## config.mk

```make
export PLATFORM = sky130hd
export DESIGN_NAME = sc_game_timebase
export DESIGN_NICKNAME = d
export VERILOG_FILES = /design/src/rtl/sc_game_timebase.sv
export SDC_FILE = /design/constraint.sdc
export NUM_CORES = 1
export LEC_CHECK = 0
export ABC_AREA = 1
export ABC_CLOCK_PERIOD_IN_PS = 1900
export CAP_MARGIN = 20
export CORE_MARGIN = 3
export CORE_UTILIZATION = 54
export CTS_CLUSTER_SIZE = 8
export DETAILED_ROUTE_END_ITERATION = 6
export PLACE_DENSITY_LB_ADDON = 0.1
export SLEW_MARGIN = 15
export SYNTH_ARGS = -nofsm -noshare
export SYNTH_HDL_FRONTEND = slang
export SYNTH_SLANG_ARGS = --single-unit
```

## constraint.sdc

```tcl
create_clock -name SC_STATEMACHINE_GENERAL_CLOCK_50 -period 1.9 [get_ports SC_STATEMACHINE_GENERAL_CLOCK_50]
set_input_delay 0.19 -clock SC_STATEMACHINE_GENERAL_CLOCK_50 [delete_from_list [all_inputs] [get_ports SC_STATEMACHINE_GENERAL_CLOCK_50]]
set_output_delay 0.19 -clock SC_STATEMACHINE_GENERAL_CLOCK_50 [all_outputs]
set_load 0.03 [all_outputs]
```

## src/rtl/sc_game_timebase.sv

```systemverilog
`timescale 1ns/1ps
// Countdown timer (IDLE/RUN/DONE) and speed-tick pacer for the game FSM.
// All outputs are registered; the loaded value appears on count one cycle after the load edge.
module sc_game_timebase #(
    parameter int PRESCALE_TICKS   = 50_000_000,
    parameter int SPEED_BASE_TICKS = 5_000_000
) (
    input  logic       SC_STATEMACHINE_GENERAL_CLOCK_50,
    input  logic       SC_STATEMACHINE_GENERAL_RESET_InHigh,
    input  logic       timer_load_InLow,
    input  logic [7:0] timer_value_InBUS,
    input  logic       speed_clear_InLow,
    input  logic [3:0] speed_limit_InBUS,
    output logic       timer_done_OutLow,
    output logic [7:0] timer_count_OutBUS,
    output logic       speed_tick_OutLow,
    output logic       timer_busy_OutHigh
);

    localparam int PW = (PRESCALE_TICKS > 1) ? $clog2(PRESCALE_TICKS) : 1;
    localparam int BW = (SPEED_BASE_TICKS > 1) ? $clog2(SPEED_BASE_TICKS) : 1;
    localparam logic [PW-1:0] PRESC_LAST = PW'(PRESCALE_TICKS - 1);
    localparam logic [BW-1:0] BASE_LAST  = BW'(SPEED_BASE_TICKS - 1);

    typedef enum logic [1:0] {IDLE, RUN, DONE} state_t;

    state_t        state_q, state_d;
    logic [7:0]    count_q, count_d;
    logic [PW-1:0] presc_q, presc_d;
    logic          done_q, done_d;
    logic          busy_q, busy_d;
    logic [BW-1:0] div_q, div_d;
    logic [3:0]    spd_q, spd_d;
    logic          tick_q, tick_d;
    logic [3:0]    limit_eff;

    always_comb begin
        state_d = state_q;
        count_d = count_q;
        presc_d = presc_q;
        if (!timer_load_InLow) begin
            // Load wins over a coincident prescaler terminal.
            count_d = timer_value_InBUS;
            presc_d = '0;
            state_d = (timer_value_InBUS != 8'd0) ? RUN : DONE;
        end else begin
            case (state_q)
                RUN: begin
                    if (presc_q == PRESC_LAST) begin
                        presc_d = '0;
                        count_d = count_q - 8'd1;
                        if (count_q == 8'd1) state_d = DONE;
                    end else begin
                        presc_d = presc_q + PW'(1);
                    end
                end
                DONE:    count_d = 8'd0;
                default: ;
            endcase
        end
        done_d = (state_d != DONE);
        busy_d = (state_d == RUN);
    end

    always_comb begin
        limit_eff = (speed_limit_InBUS == 4'd0) ? 4'd1 : speed_limit_InBUS;
        div_d     = div_q;
        spd_d     = spd_q;
        tick_d    = 1'b1;
        if (!speed_clear_InLow) begin
            div_d = '0;
            spd_d = 4'd0;
        end else if (div_q == BASE_LAST) begin
            div_d = '0;
            // >= so a limit lowered below the running count fires immediately.
            if ({1'b0, spd_q} + 5'd1 >= {1'b0, limit_eff}) begin
                spd_d  = 4'd0;
                tick_d = 1'b0;
            end else begin
                spd_d = spd_q + 4'd1;
            end
        end else begin
            div_d = div_q + BW'(1);
        end
    end

    always_ff @(posedge SC_STATEMACHINE_GENERAL_CLOCK_50 or posedge SC_STATEMACHINE_GENERAL_RESET_InHigh) begin
        if (SC_STATEMACHINE_GENERAL_RESET_InHigh) begin
            state_q <= IDLE;
            count_q <= 8'd0;
            presc_q <= '0;
            done_q  <= 1'b1;
            busy_q  <= 1'b0;
            div_q   <= '0;
            spd_q   <= 4'd0;
            tick_q  <= 1'b1;
        end else begin
            state_q <= state_d;
            count_q <= count_d;
            presc_q <= presc_d;
            done_q  <= done_d;
            busy_q  <= busy_d;
            div_q   <= div_d;
            spd_q   <= spd_d;
            tick_q  <= tick_d;
        end
    end

    assign timer_done_OutLow  = done_q;
    assign timer_count_OutBUS = count_q;
    assign speed_tick_OutLow  = tick_q;
    assign timer_busy_OutHigh = busy_q;

endmodule

```

After elaboration in Yosys (flattened, before gate mapping)
Cells that the tools add are included.

Register bits: 66. Input bits: 16.

Add/subtract/negate cells: 5. Order comparisons: 1. Equal/unequal tests: 11. Multiplexer cells: 20. Reductions and logical operators: 3.

Operators by type and width (count): 2-to-1 mux 26 bit (3); 2-to-1 mux 23 bit (2); adder 26 x 1 -> 26 bit (second input constant) (1); == test 26 bit (second input constant) (1); adder 23 x 1 -> 23 bit (second input constant) (1); == test 23 bit (second input constant) (1); 2-to-1 mux 4 bit (4); 2-to-1 mux 8 bit (2); case mux 8 bit (2 select lines) (1); 2-to-1 mux 2 bit (5); == test 8 x 1 -> 1 bit (second input constant) (1); nonzero test 8 bit (1); subtractor 8 x 1 -> 8 bit (second input constant) (1); adder 4 x 1 -> 5 bit (second input constant) (1); >= comparator 5 x 4 -> 1 bit (1); adder 4 x 1 -> 4 bit (second input constant) (1); == test 2 x 1 -> 1 bit (second input constant) (2); logical NOT 4 bit (1); != test 2 x 1 -> 1 bit (second input constant) (2); 2-to-1 mux 1 bit (3); != test 3 x 1 -> 1 bit (second input constant) (1); != test 3 bit (second input constant) (1); == test 2 bit (second input constant) (1); != test 2 bit (second input constant) (1); AND reduction 2 bit (1).

Depth between registers and ports, before layout
Depth in word-level cells: 6. Gate-level depth with buffers: 11. Mapped depth without buffers: 11.

Worst setup path before layout
No wires, ideal clock.

Kind: register to register. From: reg spd_q[0]. To: reg spd_q[0]. Data arrival time: 1.733 ns. Slack: 0.102 ns. Stages on the path, launching flop included: 10. Buffers on the path: 0. Period minus slack after synthesis: 1.798 ns. Cell sequence: dfrtp_1 ha_1 xor2_1 ha_1 a21o_1 nand3_1 nand3_1 nor2_1 nand3_1 nand2_1.

Word-level cells in the longest chain between the ends: 5. Elaborated cells between the ends (all ways): 6. Those cells by class: add/sub: 2; order compare: 1; mux: 3.

RTL lines: start: declaration (line 33) `logic [3:0] spd_q, spd_d;`; start signal: assignment (line 104) `spd_q <= spd_d;`; adder 4 x 1 -> 5 bit (line 76) `if ({1'b0, spd_q} + 5'd1 >= {1'b0, limit_eff}) begin`; >= comparator 5 x 4 -> 1 bit (line 76); 2-to-1 mux 4 bit (*) (line 76); 2-to-1 mux 4 bit (*) (line 73) `end else if (div_q == BASE_LAST) begin`; 2-to-1 mux 4 bit (*) (line 70) `if (!speed_clear_InLow) begin`.

Every way passes the cells marked *; elsewhere a longest branch is shown, timed or not. The select of a mux whose other input is x is not followed. A chain may end at the register's enable or synchronous reset.

Final worst setup path
From: reg spd_q[1]. To: reg spd_q[2].

Same word-level chain as after synthesis.

==> impl_table.tex <==
\begin{tabular}{lr}
\hline
Metric & Value \\
\hline
\multicolumn{2}{l}{\textbf{Outcome}} \\
Outcome & completed \\
\multicolumn{2}{l}{\textbf{Placed design}} \\
Post-DP HPWL & between 7000 and 8000 um \\
Count of buffers from port buffering & 26 \\
Dpl ws & -105 ps \\
Cell area after placement & between 4000 and 5000 um2 \\
Final estimated routing congestion in global placement & 0.958 \\
\multicolumn{2}{l}{\textbf{Timing}} \\
Clock skew & between 10 and 15 ps \\
Endpoints failing setup & 0 \\
Measured slew at the worst slew-check pin & 467 ps \\
TNS Setup & 0 ps \\
FMAX & between 0.5 and 0.6 GHz \\
Number of max-slew violations in the final report & 0 \\
Min cycle time layout & between 1500 and 2000 ps \\
Max-slew headroom & 68.8\% \\
Final Hold Violating Endpoints & 0 \\
Period Utilization, post-route & between 90 and 100\% \\
Unrepaired setup endpoints after global routing & yes \\
Crit path setup slack, layout & between 10 and 15 ps \\
Hold slack & approximately 160 ps \\
\multicolumn{2}{l}{\textbf{Global route}} \\
Largest net degree at the start of global routing & 30 \\
Congestion Overflow GR & 0 \\
Wire length of the first global-routing pass & 17900 um \\
All-Layer GR Usage & 25.3\% \\
Number of global-route vias before repair & around 4000 \\
Number of antenna violations at the first check in global routing & 0 \\
\multicolumn{2}{l}{\textbf{Layout}} \\
Most frequent standard cell in the layout excluding fill and tap cells & sky130\_fd\_sc\_hd\_\_nand2\_1 \\
Area of the multi-input gates & between 2000 and 2500 um2 \\
Area Overhead vs Synth & 20.0\% \\
Fill cell total of the finished layout & approximately 640 \\
Commonest non-fill, non-tap cells in the layout & 175 x sky130\_fd\_sc\_hd\_\_nand2\_1, 93 x sky130\_fd\_sc\_hd\_\_nor2\_1, 78 x sky130\_fd\_sc\_hd\_\_inv\_1 \\
Design Area, Final & approximately 5100 um2 \\
Share of cells above drive strength 1 & roughly a tenth \\
N\_diodes & 0 \\
Sequential cell area & $\sim$1700 um2 \\
Total Nets Final & 684 \\
\multicolumn{2}{l}{\textbf{Power and ir drop}} \\
Cell Pwr Density & about 690 nW/um2 \\
Maximum ir drop on the vdd rail & 593 uV \\
Static leakage power & about 2.3 nW \\
\multicolumn{2}{l}{\textbf{Setup path}} \\
Slowest library cell on the worst path & sky130\_fd\_sc\_hd\_\_dfrtp\_1 \\
Worst flop-to-flop path startpoint & spd\_q[1] \\
Data arrival, critical path & 2130 ps \\
Buffer and inverter count on the worst path & 0 \\
Cell repeated most along the worst path & sky130\_fd\_sc\_hd\_\_ha\_4 \\
Req. time, crit path & approximately 2200 ps \\
Critical path class & register to register \\
Cell-by-cell listing of the critical path & ha\_4 > xor2\_4 > ha\_4 > nand4\_1 > a31oi\_4 > nor2\_4 > nand3\_1 > nand2\_1 \\
Max Fanout on Critical Path & 4 \\
Slowest stage delay, CP & approximately 440 ps \\
Worst setup path startpoint & spd\_q[1] \\
Top cell family by delay on the critical path & adder cells \\
Crit end category & register \\
Kind of launch point of the worst setup path & register \\
\multicolumn{2}{l}{\textbf{CTS}} \\
TritonCTS sink count & between 60 and 70 \\
Maximum clock path buffer count & 2 \\
Clock-pin transition on the worst setup and hold timing paths & about 80 ps \\
Clock tree from TritonCTS & yes \\
Cell at the root of the clock tree & sky130\_fd\_sc\_hd\_\_clkbuf\_8 \\
Hold-fix buffers at CTS & 0 \\
Number of H-tree branching levels & 3 \\
Latest clock arrival within the worst-skew pair & between 300 and 400 ps \\
Number of buffers created by CTS & 9 \\
\multicolumn{2}{l}{\textbf{Flow run}} \\
Number of max-cap violations & 0 \\
\multicolumn{2}{l}{\textbf{Drt}} \\
Iteration-0 DRC Markers & about 220 \\
Routed via count divided by cell count & $\sim$5.4 \\
Average wire per cell in the routed design & around 14 um \\
First-pass detailed-route iteration total & 5 \\
DR DRC count & 0 \\
Final ANT Viol Nets & 0 \\
Via count of the routed design & between 4000 and 5000 \\
Total wire length & roughly 11000 um \\
\multicolumn{2}{l}{\textbf{Die}} \\
Initial core utilization & 56.9\% \\
Height of the die & roughly 95 um \\
Width of the die & between 90 and 100 um \\
Core region area & between 7000 and 8000 um2 \\
Number of standard-cell rows in the floorplan & 31 \\
Die outline area & between 8000 and 9000 um2 \\
Boundary Pins & 27 \\
\multicolumn{2}{l}{\textbf{Yosys}} \\
Mean area per synthesized cell & $\sim$6.9 um2 \\
Count of warnings emitted by yosys & 0 \\
Total of flip-flops plus latches after synthesis & 66 \\
Gate Count Post-Synth & between 600 and 700 \\
Area of the mapped netlist & 4230 um2 \\
Proportion of synthesized chip area in sequential cells & 39.1\% \\
Post-synth net total & approximately 640 \\
Count of cell types in the netlist & 39 \\
\multicolumn{2}{l}{\textbf{Min path}} \\
Worst min-delay path category & input pin to async pin \\
\hline
\end{tabular}
==> metal layers <==
metal / vias to the layer above / track usage, % / share of wire (%)
li1: 2052 / - / -
met1: 1921 / 31.7 / 44
met2: 125 / 42.1 / 49
met3: 21 / 5.26 / 5.1
met4: 0 / 11.2 / 1.7
met5: - / 0 / 0
==> worst paths after layout <==
kind / endpoint / slack (ps) / cells after the start
worst max register to register: spd_q[2] / 10 / 8
min in group SC_STATEMACHINE_GENERAL_CLOCK_50: div_q[0] / 460 / 1
max in group asynchronous: presc_q[22] / 1210 / 3
worst max-delay path: spd_q[2] / 10 / 8
worst min-delay path: div_q[18] / 160 / 2
worst min register to register: div_q[0] / 460 / 1
==> cells by family after synthesis <==
kind of cell / synth area share, %
compound gates: 6.44
xor+xnor: 3.93
fa+ha+maj: 2.66
buf+inv: 8.10
flops: 39.1
simple gates: 39.8
==> synthesized netlist by cell type (all sizes together) <==
library cell | number | share of area [%]
nand2 | 183 | 17
nor2 | 103 | 9.8
inv | 81 | 7.2
dfrtp | 64 | 38
nand3 | 64 | 7.6
o21ai | 20 | 2.4
xor2 | 17 | 3.5
nand4 | 14 | 2.1
nor3 | 14 | 2.0
ha | 9 | 2.7
o22ai | 9 | 1.3
a21oi | 6 | 0.71
nor3b | 4 | 0.71
a21boi | 3 | 0.62
buf | 3 | 0.74
a31oi | 2 | 0.30
dfstp | 2 | 1.2
nand3b | 2 | 0.35
o21bai | 2 | 0.35
xnor2 | 2 | 0.41
a21o | 1 | 0.18
a31o | 1 | 0.21
a32oi | 1 | 0.21
and2 | 1 | 0.15
clkbuf | 1 | 0.089
clkinv | 1 | 0.089
o211ai | 1 | 0.18
or2 | 1 | 0.15
==> sequential cells by signal, summed over array words and instances, names as in the netlist <==
name and flops:
state_q 2, timer_busy_OutHigh 1, spd_q 4, speed_tick_OutLow 1
presc_q 26, div_q 23, timer_count_OutBUS 8, timer_done_OutLow 1
==> where the power goes <==
part,switching [mW],internal (mW)
sequential,0.0753,1.46
combinational,0.365,0.240
clock,0.586,0.777
total,1.03,2.48
==> repair_timing <==
action                     CTS  global route
resized for setup            5            17
setup endpoints to repair    4            19
pin swaps                    2             5
setup buffers                0             2
==> final cells by class <==
| type | count | share of cell area [%] |
|---|---|---|
| Clock buffer | 10 | 2.71 |
| Sequential cell | 66 | 32.6 |
| Clock inverter | 6 | 1.77 |
| Inverter | 82 | 6.06 |
| Multi-Input combinational cell | 460 | 46.4 |
| Timing Repair Buffer | 40 | 8.00 |
| Tap cell | 99 | 2.44 |
==> stage by stage <==
step,instances,util (%),total power [mW]
4_1_cts,761,66.6,3.52
5_1_grt,763,68.2,3.66
3_3_place_gp,745,63.3,2.14
2_1_floorplan,612,-,1.92
6_report,763,68.2,3.50
3_5_place_dp,745,63.3,2.15
(Power assumes the default switching activity.)
